### config.mk
export PLATFORM = sky130hd
export DESIGN_NAME = game_state_eval
export DESIGN_NICKNAME = d
export VERILOG_FILES = /design/src/rtl/game_state_eval.sv
export SDC_FILE = /design/constraint.sdc
export NUM_CORES = 1
export LEC_CHECK = 0
export CORE_UTILIZATION = 53
export DETAILED_ROUTE_END_ITERATION = 6
export PLACE_DENSITY_LB_ADDON = 0.08
export SYNTH_ARGS = -nofsm -noshare
export SYNTH_HDL_FRONTEND = slang
export SYNTH_SLANG_ARGS = --single-unit
### constraint.sdc
create_clock -name clk -period 3.8 [get_ports clk]
set_clock_uncertainty 0.05 [all_clocks]
set_input_delay 0.76 -clock clk [delete_from_list [all_inputs] [get_ports clk]]
set_output_delay 0.76 -clock clk [all_outputs]
set_load 0.03 [all_outputs]
### src/rtl/game_state_eval.sv
// Sequential tic-tac-toe board evaluator feeding reward_gen.
// Latches a board on start, scans the eight winning lines one per cycle, then resolves a registered game_state.
module game_state_eval #(
    parameter logic [1:0] AGENT_MARK = 2'b01,
    parameter logic [1:0] OPP_MARK   = 2'b10
) (
    input  logic        clk,
    input  logic        rst_n,
    input  logic        start,
    input  logic [17:0] board,
    output logic [1:0]  game_state,
    output logic        valid,
    output logic        busy,
    output logic        err,
    output logic [2:0]  win_line
);

    typedef enum logic [1:0] {
        IDLE    = 2'b00,
        SCAN    = 2'b01,
        RESOLVE = 2'b10
    } state_t;

    state_t state, state_nxt;

    logic [17:0]      board_q;
    logic [2:0]       cnt;
    logic             agent_hit;
    logic             opp_hit;
    logic [2:0]       pend_line;

    logic [8:0][1:0]  cells;
    logic [8:0]       illegal_cell;
    logic [8:0]       empty_cell;
    logic [3:0]       idx_a, idx_b, idx_c;
    logic             line_agent, line_opp;
    logic [1:0]       res_state;
    logic             res_err;
    logic [2:0]       res_line;

    assign cells = board_q;
    assign busy  = (state != IDLE);

    for (genvar g = 0; g < 9; g++) begin : g_cell
        assign illegal_cell[g] = (cells[g] == 2'b11);
        assign empty_cell[g]   = (cells[g] == 2'b00);
    end

    always_comb begin
        idx_a = 4'd0;
        idx_b = 4'd1;
        idx_c = 4'd2;
        case (cnt)
            3'd0: begin idx_a = 4'd0; idx_b = 4'd1; idx_c = 4'd2; end
            3'd1: begin idx_a = 4'd3; idx_b = 4'd4; idx_c = 4'd5; end
            3'd2: begin idx_a = 4'd6; idx_b = 4'd7; idx_c = 4'd8; end
            3'd3: begin idx_a = 4'd0; idx_b = 4'd3; idx_c = 4'd6; end
            3'd4: begin idx_a = 4'd1; idx_b = 4'd4; idx_c = 4'd7; end
            3'd5: begin idx_a = 4'd2; idx_b = 4'd5; idx_c = 4'd8; end
            3'd6: begin idx_a = 4'd0; idx_b = 4'd4; idx_c = 4'd8; end
            default: begin idx_a = 4'd2; idx_b = 4'd4; idx_c = 4'd6; end
        endcase
    end

    assign line_agent = (cells[idx_a] == AGENT_MARK) && (cells[idx_b] == AGENT_MARK)
                     && (cells[idx_c] == AGENT_MARK);
    assign line_opp   = (cells[idx_a] == OPP_MARK) && (cells[idx_b] == OPP_MARK)
                     && (cells[idx_c] == OPP_MARK);

    // Error outranks every win; win_line is forced to 0 on error.
    always_comb begin
        res_state = 2'b00;
        res_err   = 1'b0;
        res_line  = 3'd0;
        if ((|illegal_cell) || (agent_hit && opp_hit)) begin
            res_err = 1'b1;
        end else if (agent_hit) begin
            res_state = 2'b10;
            res_line  = pend_line;
        end else if (opp_hit) begin
            res_state = 2'b11;
            res_line  = pend_line;
        end else if (!(|empty_cell)) begin
            res_state = 2'b01;
        end
    end

    always_ff @(posedge clk) begin
        if (!rst_n) state <= IDLE;
        else        state <= state_nxt;
    end

    always_comb begin
        state_nxt = state;
        case (state)
            IDLE:    if (start) state_nxt = SCAN;
            SCAN:    if (cnt == 3'd7) state_nxt = RESOLVE;
            RESOLVE: state_nxt = IDLE;
            default: state_nxt = IDLE;
        endcase
    end

    always_ff @(posedge clk) begin
        if (!rst_n) begin
            board_q    <= '0;
            cnt        <= '0;
            agent_hit  <= 1'b0;
            opp_hit    <= 1'b0;
            pend_line  <= '0;
            game_state <= '0;
            valid      <= 1'b0;
            err        <= 1'b0;
            win_line   <= '0;
        end else begin
            valid <= 1'b0;
            case (state)
                IDLE: begin
                    if (start) begin
                        board_q   <= board;
                        agent_hit <= 1'b0;
                        opp_hit   <= 1'b0;
                        pend_line <= '0;
                        cnt       <= '0;
                    end
                end
                SCAN: begin
                    if (line_agent) agent_hit <= 1'b1;
                    if (line_opp)   opp_hit   <= 1'b1;
                    if ((line_agent || line_opp) && !agent_hit && !opp_hit)
                        pend_line <= cnt;
                    if (cnt != 3'd7) cnt <= cnt + 3'd1;
                end
                RESOLVE: begin
                    game_state <= res_state;
                    err        <= res_err;
                    win_line   <= res_line;
                    valid      <= 1'b1;
                    cnt        <= '0;
                end
                default: ;
            endcase
        end
    end

endmodule

==> flow_summary.ini, run 1 <==
[global_route]
busiest_layer = met2
grt_antenna_before_repair = 0
use_met1_pct = 33.18
grt_max_degree = 32
total_routing_usage_reported_by_global_routing_pct = 25.52
via_count_of_the_first_global_routing_pass = 1633
leftover_overflow_at_the_end_of_global_routing = 0
grt_util_met3_pct = 5.331
global_route.usage.met2_pct = 40.80
first_pass_grt_wire_length_um = 7741

[status]
result_of_the_run = finished clean

[power_and_ir_drop]
total_power_uw = 816.4
max-vdd-ir-drop_v = 0.0002624
power.density_nw_per_um2 = 355.4
static-leakage-power_nw = 0.8525

[sta]
layout_worst_path_cycle_share_pct = 88.80
rsz0062_at_grt = false
finalSetupTns_ns = 0
setup_ws_ns = 0.4254
layout_min_cycle_time_ns = 3.375
whs_ns = 0.4406
setup_viol = 0
worst_slew_pin_slew_ns = 0.9504
total_count_of_hold_check_failures_in_the_final_report = 0
timing.max_slew.rel_slack_pct = 36.57
timing.final.max_slew_violations = 0
max_freq_mhz = 296.3

[cells_and_area]
ff_latch_area_um2 = 700.7
nets = 285
area.growth.synth_to_final_pct = 19.14
final.fill_count = 309
post_route_cells_drive_above_1_share_pct = 5.405
area_occupied_by_multi_input_gates_um2 = 1152
diodes = 0

[cts]
worst_skew_pair.late_latency_ns = 0.36
cts_tree = built
htree_num_levels = 2
numCtsBuffers = 5
tritoncts_num_sinks = 35
post_cts_hold_buffer_count = 0
clockBufferDepth = 2
clkSlewWorstSetupHoldPaths_ns = 0.13
cts_root_buf = clkbuf_4

[route]
drt_first_pass_iters = 4
routed-via-count = 1817
post_drt_wl_per_cell_um = 15.53
post-route-drc-count = 0
finalWirelength_um = 4737
initialDrtViolationCount = 148
postRouteAntennaNets = 0
via_per_inst = 5.957

[critical_path]
worst_setup_path_end_kind = flip-flop
timing.critical_path.fanout_max = 11
required_ns = 4.05
crit_path_start_kind = flip-flop
worst-endpoint-arrival_ns = 3.63
critPathKind = reg2reg

[logic_synthesis]
synth_area_per_cell_um2 = 8.135
synth_area_um2 = 1928
postSynth.topFlopCell = dfxtp_1
yosys_register_bits = 35
yosys_warnings = 0
postSynthCellCount = 237
synth_fp_nets = 264
asyncSetResetFlopFracSynth_pct = 0
synth_seq_area_share_pct = 36.34
synth_enable_flop_cells = 0
synth_cell_types = 39

[floorplanning]
floorplan.initialDensity_pct = 56.45
floorplan.die.height_um = 62.32
die_width_um = 62.32
rows = 21
boundaryPins = 29
design.die.area_um2 = 3883
core_um2 = 3416

[placement]
pre_cts_setup_slack_ns = 0.4019
routabilityCongestion = 0.9049
port_buffers = 28
place.detailed.hpwl_um = 3240

[run]
max_cap_viol_count = 0

[min_path]
worst_min_delay_path_category = reg2reg
## cell usage after synthesis (2+ instances only)
cell	n	area share (%)
and3_1	4	1.3
ha_1	6	3.9
a221oi_1	4	1.8
nor3b_1	3	1.2
nand3_1	8	2.1
nor2b_1	6	1.9
buf_2	3	0.78
a21oi_1	34	8.8
clkbuf_1	11	2.1
mux2_2	2	1.2
inv_1	5	0.97
a22oi_1	5	1.9
nand2b_1	3	0.97
and3b_1	2	0.91
mux4_1	4	5.5
nand2_1	43	8.4
nor3_1	3	0.78
o41ai_1	2	0.91
o21ai_0	4	1.0
dfxtp_1	35	36
mux2i_1	10	5.2
nor2_1	20	3.9
o22ai_1	4	1.3
## power by group
group | leakage [nW] | internal (mW) | switching (mW) | total (mW)
clock network | 0.0418 | 0.140 | 0.152 | 0.292
logic | 0.525 | 0.0590 | 0.0638 | 0.123
registers | 0.285 | 0.380 | 0.0211 | 0.402
## kinds of logic after synthesis
logic type,synth area share [%]
multiplexers,11.81
AND/OR/NAND/NOR,23.30
AO/OA/AOI/OAI,20.57
buffers and inverters,4.088
flip-flops,36.34
adder cells (fa/ha/maj),3.893
## state kept, by name, indices dropped and copies added (netlist names)
register    cells
agent_hit       1
board_q        18
cnt             3
err             1
game_state      2
opp_hit         1
pend_line       3
state           2
valid           1
win_line        3
## path summary, 6_finish.rpt
check        startpoint      endpoint  slack, ns  depth (start not counted)
min reg2reg         err           err       0.44                          2
min                 err           err       0.44                          2
max              cnt[0]  pend_line[2]       0.43                          9
max reg2reg      cnt[0]  pend_line[2]       0.43                          9
## layer usage
metal | vias up | routed length (µm)
met5 | - | 0
met4 | 0 | 102
met3 | 10 | 236
met2 | 56 | 2131
met1 | 859 | 2267
li1 | 892 | -
## worst max-delay path: stages, from the launching register on
cell and delay [ns]:
dfxtp_1 0.52, inv_1 0.11, ha_1 0.36, or4_1 0.53
o21ai_2 0.12, mux4_1 0.34, or3b_1 0.37, a2111o_1 0.43
a21boi_2 0.27, mux2i_1 0.21
## final cells by class
type | count | area share (%)
Multi-Input combinational cell | 182 | 50.16
Sequential cell | 35 | 30.50
Clock buffer | 5 | 1.634
Tap cell | 46 | 2.505
Clock inverter | 3 | 2.015
Inverter | 6 | 0.9804
Timing Repair Buffer | 28 | 12.20
## cell usage in the layout, fill, tap and decap left out, types with 5 or more instances in the layout
cell type / instances
a22oi_1: 5
a21oi_1: 34
nand2_1: 43
nand3_1: 8
clkbuf_4: 5
mux2i_1: 9
ha_1: 6
dfxtp_1: 35
nor2b_1: 6
clkdlybuf4s50_1: 28
inv_1: 5
nor2_1: 20
## stage by stage
step	instance area, µm²	std cells	util [%]
CTS	2293	305	67.14
finish	2297	305	67.25
floorplan	1928	237	-
global route	2297	305	67.25
global placement	2210	297	64.69
detailed placement	2210	297	64.69
## repair_timing
item | 4_1_cts | 5_1_grt
resized for setup | 0 | 1
setup buffers | 0 | 0
endpoints found under the setup margin | 0 | 1
No activity file was read; power rests on OpenSTA's default activity.
==> run 2: changes to the inputs <==
Settings changed: CELL_PAD_IN_SITES_DETAIL_PLACEMENT set to 2, CELL_PAD_IN_SITES_GLOBAL_PLACEMENT set to 2, CORE_UTILIZATION 53 to 39, DONT_BUFFER_PORTS set to 1.
Clock period 3.8 ns to 4.14 ns, I/O delays scaled along.
==> run 2 against run 1 <==
Clock power grew 15%. Sequential share of layout area grew 3.2 points. Non-clock buffer count shrank 28. Global-route usage grew 0.50 points. First-iteration DRC count shrank 34%. Sequential power shrank 8.0%. Combinational power shrank 20%. Critical path depth is the same. Power shrank 1.3%. Die area grew 35%. Cell count shrank 2.3%. Fmax shrank 4.8%. Critical path type unchanged. Highest routed layer unchanged.
==> flow_summary.ini, run 2 (synthesized netlist as in run 1, its figures left out) <==
[status]
result_of_the_run = finished clean

[placement]
place.detailed.hpwl_um = 4628
routabilityCongestion = 0.9979
port_buffers = 0

[route]
routed-via-count = 1747
initialDrtViolationCount = 97
post_drt_wl_per_cell_um = 20.47
post-route-drc-count = 0
postRouteAntennaNets = 0
via_per_inst = 5.862
finalWirelength_um = 6099
drt_first_pass_iters = 4

[cts]
tritoncts_num_sinks = 35
postCtsResizedCells = 0
cts_root_buf = clkbuf_8
postCtsSetupRepairBufs = 0
htree_num_levels = 2
numCtsBuffers = 5
cts_tree = built
post_cts_hold_buffer_count = 0
clkSlewWorstSetupHoldPaths_ns = 0.08
worst_skew_pair.late_latency_ns = 0.30
clockBufferDepth = 2

[sta]
timing.max_slew.rel_slack_pct = 32.93
layout_min_cycle_time_ns = 3.544
timing.final.max_slew_violations = 0
finalSetupTns_ns = 0
setup_viol = 0
worst_slew_pin_slew_ns = 1.005
max_freq_mhz = 282.1
total_count_of_hold_check_failures_in_the_final_report = 0
rsz0062_at_grt = false
layout_worst_path_cycle_share_pct = 85.61

[floorplanning]
die_width_um = 72.31
boundaryPins = 29
floorplan.die.height_um = 72.31
floorplan.initialDensity_pct = 40.55
rows = 25
core_um2 = 4755
design.die.area_um2 = 5229

[power_and_ir_drop]
static-leakage-power_nw = 0.7656
max-vdd-ir-drop_v = 0.0002163
power.density_nw_per_um2 = 387.9

[critical_path]
cpMostUsedCell = mux2i_1
worst_setup_path_end_kind = flip-flop
critical-path-slowest-cell = mux2i_1
timing.critical_path.fanout_max = 11
worst-endpoint-arrival_ns = 3.72
crit_path_max_incr_delay_ns = 0.78
path_cells = inv_1 > ha_1 > mux2i_1 > a221oi_1 > o41ai_1 > nand4_1 > a2111o_1 > a21boi_2 > mux2i_1
critPathKind = reg2reg
required_ns = 4.32
crit_path_start_kind = flip-flop

[run]
max_cap_viol_count = 0

[cells_and_area]
area_occupied_by_multi_input_gates_um2 = 1149
most-common-layout-cells = nand2_1 (43), dfxtp_1 (35), a21oi_1 (34), nor2_1 (20), mux2i_1 (10)
diodes = 0
nets = 257
ff_latch_area_um2 = 700.7
largest_register_ffs = 18
most_common_library_cell_in_the_layout_ignoring_fill_and_taps = nand2_1
final.fill_count = 557
registers.top_by_ff_count = board_q
post_route_cells_drive_above_1_share_pct = 5.628
area.growth.synth_to_final_pct = 7.722
layout.core_utilization_pct = 43.68

[global_route]
grt_max_degree = 32
via_count_of_the_first_global_routing_pass = 1867
first_pass_grt_wire_length_um = 10030
leftover_overflow_at_the_end_of_global_routing = 0
total_routing_usage_reported_by_global_routing_pct = 26.02
grt_antenna_before_repair = 0

[min_path]
worst_min_delay_path_category = reg2reg
run 2: final cells by class:
cell class | instances | area share [%]
well taps | 67 | 4.036
clock buffers | 6 | 3.976
inverters | 6 | 1.084
clock inverters | 2 | 1.867
flip-flops and latches | 35 | 33.73
multi-input cells | 182 | 55.30
run 2: final timing paths:
check	from	end	slack, ns	cells past startpoint
setup / recovery	cnt[0]	pend_line[1]	0.60	9
hold / removal	pend_line[0]	pend_line[0]	0.45	2
setup reg to reg	cnt[0]	pend_line[1]	0.60	9
hold reg to reg	pend_line[0]	pend_line[0]	0.45	2
run 2: critical path: cells and delay by family, from the launching register on:
family                     cells  cell delay (ns)
AOI/OAI and AO/OA              4             1.26
muxes                          2             1.00
DFF                            1             0.52
adders and majority gates      1             0.37
and+or+nand+nor                1             0.15
buffers and inverters          1             0.12
run 2: metrics by stage:
step | setup slack, ns | hold slack, ns | power (mW) | instance area [µm²] | instances
3_5_place_dp | 0.6884 | 0.4296 | 0.4759 | 1956 | 290
2_1_floorplan | 1.146 | 0.3962 | 0.4463 | 1928 | 237
4_1_cts | 0.6653 | 0.4431 | 0.8144 | 2077 | 298
6_report | 0.5956 | 0.4486 | 0.8057 | 2077 | 298
5_1_grt | 0.3681 | 0.4788 | 0.8403 | 2077 | 298
3_3_place_gp | 0.8623 | 0.4163 | 0.4682 | 1956 | 290
run 2: where the power goes:
| part | internal, mW | switching [mW] | leakage, nW |
|---|---|---|---|
| Sequential | 0.349 | 0.0216 | 0.285 |
| Clock | 0.198 | 0.139 | 0.0618 |
| Combinational | 0.0367 | 0.0614 | 0.419 |
| Total | 0.584 | 0.222 | 0.766 |
run 2: layer usage:
metal / GRT usage [%] / share of wire [%] / up-vias / routed length, µm
li1: - / - / 831 / -
met1: 34.61 / 48 / 870 / 2900
met2: 41.95 / 47 / 40 / 2880
met3: 5.972 / 4.0 / 6 / 243
met4: 8.061 / 1.2 / 0 / 74
met5: 0 / 0 / - / 0
